<file path="src/rtl/mem_arb_pkg.sv">
// Shared definitions for the two-port memory arbiter: FSM encoding, port
// indices and default RAM geometry.
package mem_arb_pkg;

  localparam int DEF_ADDR_W = 5;
  localparam int DEF_DATA_W = 16;

  // Port indices; the processor is port 0, the loader/debug path is port 1.
  localparam logic PORT_CPU = 1'b0;
  localparam logic PORT_LDR = 1'b1;

  // Arbiter FSM encoding.
  localparam logic [1:0] ST_IDLE   = 2'd0;
  localparam logic [1:0] ST_ACCESS = 2'd1;
  localparam logic [1:0] ST_WAIT   = 2'd2;
  localparam logic [1:0] ST_ACK    = 2'd3;

endpackage

</file>
<file path="src/rtl/rr_arb2.sv">
// Two-input round-robin winner selection. Purely combinational; the caller
// decides when to act on the result and owns the last_grant register.
module rr_arb2
  import mem_arb_pkg::*;
(
  input  logic i_req0,
  input  logic i_req1,
  input  logic i_last_grant,
  output logic o_valid,
  output logic o_winner
);

  // A lone requester always wins; on a tie the port that did not win last time goes.
  always_comb begin
    o_valid  = i_req0 | i_req1;
    o_winner = PORT_CPU;
    if (i_req0 && i_req1) begin
      o_winner = ~i_last_grant;
    end else if (i_req1) begin
      o_winner = PORT_LDR;
    end
  end

endmodule

</file>
<file path="src/rtl/mem_arbiter.sv">
// Two-port arbiter in front of a single-port synchronous RAM with a fixed
// read latency. One transaction is in flight at a time.
//
// Handshake: a requester raises req with we/addr/wdata and holds them stable
// until it sees its one-cycle gnt pulse. Requests are sampled only at the
// edge that ends an IDLE cycle; a req that is low at that edge is simply not
// seen. After gnt the requester may change or drop its inputs; completion is
// the one-cycle ack pulse, and for a read rdata is valid while ack is high
// (it then holds until the next read completes). A req still high in the
// IDLE cycle after its ack is treated as a fresh request.
module mem_arbiter
  import mem_arb_pkg::*;
#(
  parameter int READ_LAT = 2,
  parameter int ADDR_W   = DEF_ADDR_W,
  parameter int DATA_W   = DEF_DATA_W
) (
  input  logic              i_clk,
  input  logic              i_rst_n,
  input  logic              i_req0,
  input  logic              i_req1,
  input  logic              i_we0,
  input  logic              i_we1,
  input  logic [ADDR_W-1:0] i_addr0,
  input  logic [ADDR_W-1:0] i_addr1,
  input  logic [DATA_W-1:0] i_wdata0,
  input  logic [DATA_W-1:0] i_wdata1,
  output logic              o_gnt0,
  output logic              o_gnt1,
  output logic              o_ack0,
  output logic              o_ack1,
  output logic [DATA_W-1:0] o_rdata,
  output logic              o_busy,
  output logic              o_owner,
  output logic [ADDR_W-1:0] o_mem_addr,
  output logic [DATA_W-1:0] o_mem_wdata,
  output logic              o_mem_we,
  input  logic [DATA_W-1:0] i_mem_rdata,
  output logic [1:0]        o_dbg_state
);

  localparam logic [2:0] LAT = 3'(READ_LAT);

  logic [1:0]        r_state;
  logic [2:0]        r_cnt;
  logic              r_owner;
  logic              r_last_grant;
  logic              r_we;
  logic [ADDR_W-1:0] r_addr;
  logic [DATA_W-1:0] r_wdata;
  logic [DATA_W-1:0] r_rdata;

  logic              w_valid;
  logic              w_winner;
  logic              w_sel_we;
  logic [ADDR_W-1:0] w_sel_addr;
  logic [DATA_W-1:0] w_sel_wdata;
  logic              w_access;
  logic              w_ack;

  rr_arb2 u_rr_arb2 (
    .i_req0       (i_req0),
    .i_req1       (i_req1),
    .i_last_grant (r_last_grant),
    .o_valid      (w_valid),
    .o_winner     (w_winner)
  );

  // Steer the winning port's request fields toward the latch.
  always_comb begin
    w_sel_we    = (w_winner == PORT_LDR) ? i_we1    : i_we0;
    w_sel_addr  = (w_winner == PORT_LDR) ? i_addr1  : i_addr0;
    w_sel_wdata = (w_winner == PORT_LDR) ? i_wdata1 : i_wdata0;
  end

  // Transaction FSM: arbitrate in IDLE, drive the RAM for one ACCESS cycle,
  // wait out the read latency, then acknowledge for one cycle.
  always_ff @(posedge i_clk or negedge i_rst_n) begin
    if (!i_rst_n) begin
      r_state      <= ST_IDLE;
      r_cnt        <= 3'd0;
      r_owner      <= PORT_CPU;
      r_last_grant <= PORT_LDR;
      r_we         <= 1'b0;
      r_addr       <= '0;
      r_wdata      <= '0;
      r_rdata      <= '0;
    end else begin
      case (r_state)
        ST_IDLE: begin
          if (w_valid) begin
            r_owner      <= w_winner;
            r_last_grant <= w_winner;
            r_we         <= w_sel_we;
            r_addr       <= w_sel_addr;
            r_wdata      <= w_sel_wdata;
            r_state      <= ST_ACCESS;
          end
        end
        ST_ACCESS: begin
          if (r_we) begin
            r_state <= ST_ACK;
          end else begin
            r_cnt   <= LAT;
            r_state <= ST_WAIT;
          end
        end
        ST_WAIT: begin
          // The RAM output is valid during the last WAIT cycle.
          if (r_cnt == 3'd1) begin
            r_rdata <= i_mem_rdata;
            r_cnt   <= 3'd0;
            r_state <= ST_ACK;
          end else begin
            r_cnt <= r_cnt - 3'd1;
          end
        end
        ST_ACK: begin
          r_state <= ST_IDLE;
        end
        default: begin
          r_state <= ST_IDLE;
        end
      endcase
    end
  end

  // Output decode; pulses are pure state decodes so reset clears them at once.
  always_comb begin
    w_access    = (r_state == ST_ACCESS);
    w_ack       = (r_state == ST_ACK);
    o_gnt0      = w_access && (r_owner == PORT_CPU);
    o_gnt1      = w_access && (r_owner == PORT_LDR);
    o_ack0      = w_ack && (r_owner == PORT_CPU);
    o_ack1      = w_ack && (r_owner == PORT_LDR);
    o_mem_we    = w_access && r_we;
    o_busy      = (r_state != ST_IDLE);
    o_owner     = r_owner;
    o_mem_addr  = r_addr;
    o_mem_wdata = r_wdata;
    o_rdata     = r_rdata;
    o_dbg_state = r_state;
  end

endmodule

</file>
<file path="config.mk">
export PLATFORM = sky130hd
export DESIGN_NAME = mem_arbiter
export DESIGN_NICKNAME = d
export VERILOG_FILES = /design/src/rtl/mem_arb_pkg.sv /design/src/rtl/rr_arb2.sv /design/src/rtl/mem_arbiter.sv
export SDC_FILE = /design/constraint.sdc
export NUM_CORES = 1
export LEC_CHECK = 0
export ABC_AREA = 1
export CAP_MARGIN = 15
export CORE_ASPECT_RATIO = 1.75
export CORE_MARGIN = 2
export CORE_UTILIZATION = 37
export DETAILED_ROUTE_END_ITERATION = 7
export PLACE_DENSITY = 0.76
export RECOVER_POWER = 50
export SLEW_MARGIN = 20
export SYNTH_ARGS = -nofsm -noshare
export SYNTH_HDL_FRONTEND = slang
export SYNTH_SLANG_ARGS = --single-unit
</file>
<file path="constraint.sdc">
create_clock -name i_clk -period 1.2 [get_ports i_clk]
set_input_delay 0.18 -clock i_clk [delete_from_list [all_inputs] [get_ports i_clk]]
set_output_delay 0.18 -clock i_clk [all_outputs]
set_load 0.05 [all_outputs]
</file>
Word level (Yosys, flattened, before mapping)
Index checks and enable logic that the tools add are counted.
- bits in registers: 45
- bits of input ports: 64
- logic and storage cells: 44
- add/sub/neg operators: 1
- equal/unequal tests: 7
- muxes and demuxes: 12
- bitwise logic cells: 3
- reductions and logical operators: 13
- operators with widths (operator ; number):
    16-bit two-way mux ; 1
    2-bit case mux with 4 select lines ; 1
    2-bit AND reduction ; 4
    1-bit logical AND ; 6
    3-bit two-way mux ; 2
    3-bit case mux with 2 select lines ; 1
    5-bit two-way mux ; 1
    2-bit == test (second input constant) ; 2
    1-bit two-way mux ; 4
    2-bit two-way mux ; 2
    2-bit inequality test (second input constant) ; 2
    2-bit nonzero test ; 2
    3-bit by 1-bit == test with 1-bit output (second input constant) ; 1
    3-bit by 1-bit subtractor with 3-bit output (second input constant) ; 1
    2-bit by 1-bit == test with 1-bit output (second input constant) ; 1
    2-bit zero test ; 1
    2-bit by 1-bit inequality test with 1-bit output (second input constant) ; 1
    1-bit NOT ; 2
    1-bit OR ; 1

Logic depth before layout (Yosys ltp)
Gate-level depths: netlist of the first run.
- depth after elaboration: 3
- gate-level depth with buffers: 8
- mapped depth without buffers: 8

Hierarchy
Synthesis of the first run repeated with hierarchy kept, for this count alone.
- cells, all modules: 264
- area total of the unflattened synthesis: 2150.8 um2
- modules (own cells, without submodules) (module ; instances ; cells each ; area an instance (um2)):
    mem_arbiter ; 1 ; 261 ; 2135.8
    rr_arb2 ; 1 ; 3 ; 15.0

Least setup slack after synthesis of the first run
OpenSTA, ideal clock, no wires.
- path type: register -> register
- start: reg r_state[0], in the netlist o_dbg_state[0]
- end: reg r_addr[0], in the netlist o_mem_addr[0]
- arrival time: 1.740 ns
- path slack: -0.658 ns
- cell stages (with the launch flop): 8
- buffers on the path: 1
- clock period less this slack: 1.858 ns
- cells stage by stage: dfrtp_1 inv_1 ha_1 inv_2 nor2_8 buf_4 nand3_1 nand2_1
- word-level cells in the longest chain between the ends: 2
- RTL lines (what ; RTL line ; text):
    start: declaration ; mem_arbiter.sv:44 ; logic [1:0] r_state;
    start signal: assignment ; mem_arbiter.sv:80 ; r_state <= ST_IDLE;
    start signal: assignment ; mem_arbiter.sv:97 ; r_state <= ST_ACCESS;
    start signal: assignment ; mem_arbiter.sv:102 ; r_state <= ST_ACK;
    2-bit zero test ; mem_arbiter.sv:89 ; case (r_state)
    2-bit AND reduction (no line) ; - ;
    end signal: assignment ; mem_arbiter.sv:95 ; r_addr <= w_sel_addr;
    end: declaration ; mem_arbiter.sv:49 ; logic [ADDR_W-1:0] r_addr;
Every way passes these cells.
A chain may end at the register's enable or synchronous reset.

Worst setup path in the final report of the first run
- start: reg r_state[0], in the netlist o_dbg_state[0]
- end: out o_busy
- word-level cells in the longest chain between the ends: 1
- RTL lines (what ; RTL line ; text):
    2-bit nonzero test ; mem_arbiter.sv:137 ; o_busy = (r_state != ST_IDLE);
    end: declaration ; mem_arbiter.sv:33 ; output logic o_busy,
Every way passes these cells.

==> qor.yml, run 1 <==
status:
  status: "finished, violations left"
  violations: "negative setup slack"
clocking:
  insertion_delay_ns: 0.30
  cts_tree: "yes"
  clockBufferDepth: 2
  htree_levels: 2
  clock-sinks: 45
  clk_transition_reported_paths_ns: 0.10
  cts_buffers: 5
  ctsRootBufferMaster: "clkbuf_8"
worst_setup_path:
  startpoint_type: "flip-flop"
  worstPathRequired_ns: 1.02
  crit_fanout: 4
  crit_type: "flip-flop to output pin"
  cp_data_arrival_time_ns: 1.31
  critPathCaptureType: "output pin"
detailed_routing:
  wirelength_mm: 7.965
  via_per_inst: 4.757
  final_antenna_net_count: 0
  num_vias: 2483
  drtIter0Drc: 107
  drc: 0
  drt_first_pass_iters: 4
  routedWlPerCell_um: 15.26
layout:
  syn_to_final_growth_pct: 109.3
  diodes: 0
  fin_nets: 512
  ff_latch_area_um2: 1131
  fill_cells: 376
  multi_input_area_um2: 1350
  layout-drive-gt1-share_pct: 43.44
synth:
  synth_top_cell_by_area: "dfrtp_1"
  ys.flop_type: "dfrtp_1"
  synth_area_leaders: "dfrtp_1 47%, nand2_1 20%, inv_1 6.4%"
  ys_seq_area_share_pct: 48.03
  synth_top_area_share_pct: 46.91
  synth_warnings: 0
  synth_edf_count: 0
  synthCells: 299
  netlist_area_um2: 2347
  synth_nets: 370
  avgSynthCellArea_um2: 7.850
  ys_ff_latch: 45
  synth_commonest_cells: "123 x nand2_1, 44 x dfrtp_1, 40 x inv_1, 27 x nand3_1, 14 x o21ai_0"
  synth.most_common_cell: "nand2_1"
  synthArstFlopShare_pct: 100.0
  ys_types: 21
global_routing:
  grt.total_usage_pct: 22.91
  grt_pass1_wl_mm: 12.42
  overflow: 0
  grt_pass1_vias: 2641
  grt_max_degree: 24
  antenna_found_initial: 0
timing:
  fin_worst_skew_ns: 0.01473
  finalHoldViolCount: 0
  layout_setup_ws_ns: -0.2883
  worstMarginPinSlew_ns: 0.4426
  slew_viol_final: 0
  max_clock_freq_mhz: 671.9
  tns_ns: -11.09
  slew_headroom_pct: 70.49
  fin_crit_ns: 1.488
  rsz0062_at_grt: "true"
  finalSetupViolations: 53
  period_share_pct: 124.0
floorplanning:
  boundaryPins: 110
  initial_utilization_pct: 37.98
  die_w_um: 64.21
  die_h_um: 109.4
  core_area_um2: 6181
  std_cell_rows: 38
  dieArea_um2: 7022
placement:
  dp_hpwl_mm: 4.889
  place.gp.congestion: 0.8073
  io_buffers: 109
pwr:
  peakVddDrop_v: 0.001886
  pwr-share-seq_pct: 22.9
  p_comb_share_pct: 70.6
  switching_share_pct: 47.08
  p_sw_mw: 6.968
  p_int_mw: 7.832
  pwr-share-clk_pct: 6.6
  p_per_area_nw_per_um2: 3012
  leakagePower_nw: 2.355
  finalPower_mw: 14.80
job:
  drv_cap: 0
worst_hold_path:
  hold_class: "input pin to async pin"
==> metal layers <==
metal  share of wire, %  vias to the layer above  track usage [%]
li1                   -                     1192                -
met1                 32                     1189            22.97
met2                 61                       89            45.91
met3                4.4                       13            3.685
met4                2.6                        0            8.815
met5                  0                        -                0
==> final timing paths <==
| check | from | to | slack, ns | depth (start not counted) |
|---|---|---|---|---|
| setup / recovery | o_dbg_state[0] | o_busy | -0.29 | 5 |
| setup reg to reg | o_dbg_state[0] | o_mem_wdata[8] | -0.27 | 9 |
| max in group asynchronous | i_rst_n | o_dbg_state[1] | 0.17 | 3 |
| min in group i_clk | i_mem_rdata[9] | o_rdata[9] | 0.42 | 3 |
| hold reg to reg | r_last_grant | r_last_grant | 0.48 | 2 |
| hold / removal | i_rst_n | o_rdata[11] | 0.34 | 2 |
==> cell usage in the layout, fill, tap and decap left out, types with 13 or more instances in the layout <==
master | netlist | routed
nand2_4 | 0 | 16
nand2_2 | 2 | 27
o21ai_2 | 0 | 14
nand2_1 | 123 | 82
nand3_2 | 1 | 15
clkdlybuf4s50_1 | 0 | 62
buf_12 | 0 | 51
nand3b_1 | 13 | 13
inv_1 | 40 | 33
buf_4 | 3 | 14
dfrtp_1 | 44 | 41
==> power groups by stage <==
stage	clock, mW	sequential [mW]	combinational (mW)
5_1_grt	1.05	3.48	10.9
6_report	0.971	3.38	10.4
4_1_cts	0.988	3.29	10.1
3_3_place_gp	0	3.17	8.56
3_5_place_dp	0	3.20	8.73
2_1_floorplan	0	5.15	2.25
==> cell type report <==
class / instances / share of cell area (%)
timing repair buffer: 148 / 41.30
multi-input combinational: 197 / 27.48
sequential: 45 / 23.02
inverter: 43 / 4.023
tap: 80 / 2.037
clock buffer: 5 / 1.401
clock inverter: 3 / 0.5093
timing repair inverter: 1 / 0.2292
==> metrics by stage <==
| step | hold slack, ns | instances | setup slack, ns | util [%] | instance area (um2) |
|---|---|---|---|---|---|
| 2_1_floorplan | -0.1156 | 299 | -0.2108 | - | 2415 |
| 3_3_place_gp | 0.1383 | 491 | -0.1953 | 66.94 | 4138 |
| 3_5_place_dp | 0.1488 | 491 | -0.2220 | 66.94 | 4138 |
| 4_1_cts | 0.3548 | 521 | -0.2928 | 78.26 | 4837 |
| 5_1_grt | 0.3953 | 522 | -0.3396 | 79.49 | 4913 |
| 6_report | 0.3434 | 522 | -0.2883 | 79.49 | 4913 |
==> registers in the layout, indices dropped and copies added (netlist names) <==
register / cells
o_mem_wdata: 16
o_rdata: 16
o_mem_addr: 5
r_cnt: 3
o_dbg_state: 2
o_owner: 1
r_last_grant: 1
r_we: 1
==> cells by family (layout without fill, tap and decap cells) <==
group / Yosys count / count (layout) / share of synthesized area [%]
and+or+nand+nor: 170 / 170 / 32.20
buffers and inverters: 57 / 200 / 11.62
DFF: 45 / 45 / 48.03
AOI/OAI and AO/OA: 19 / 19 / 4.051
adders and majority gates: 7 / 7 / 3.731
xor gates and xnor gates: 1 / 1 / 0.3732
==> repair_timing <==
action	in CTS	in global routing
pin swaps	49	11
hold endpoints to repair	14	0
hold buffers	1	0
resized for setup	105	33
gates cloned	6	0
setup buffers	16	6
endpoints found under the setup margin	54	53
==> worst max-delay path, cell delays in order, from the launching register on <==
cell,delay [ns]
dfrtp_2,0.48
inv_4,0.09
ha_4,0.16
inv_8,0.03
buf_6,0.11
buf_12,0.14
Note: power is estimated with default switching activity, not from simulation.
==> run 2: changes to the inputs <==
--- a/config.mk
+++ b/config.mk
@@ -11,6 +11,7 @@
 export CORE_MARGIN = 2
 export CORE_UTILIZATION = 37
 export DETAILED_ROUTE_END_ITERATION = 7
+export HOLD_SLACK_MARGIN = 0.1
 export PLACE_DENSITY = 0.76
 export RECOVER_POWER = 50
 export SLEW_MARGIN = 20
==> results of run 2 <==
Same layout as run 1: the final DEF is identical, and so are final timing and power.
==> run 3: changes to the inputs <==
--- a/config.mk
+++ b/config.mk
@@ -14,7 +14,6 @@
 export HOLD_SLACK_MARGIN = 0.1
 export PLACE_DENSITY = 0.76
 export RECOVER_POWER = 50
-export SLEW_MARGIN = 20
 export SYNTH_ARGS = -nofsm -noshare
 export SYNTH_HDL_FRONTEND = slang
 export SYNTH_SLANG_ARGS = --single-unit
==> results of run 3 <==
Same layout as run 1: the final DEF is identical, and so are final timing and power.
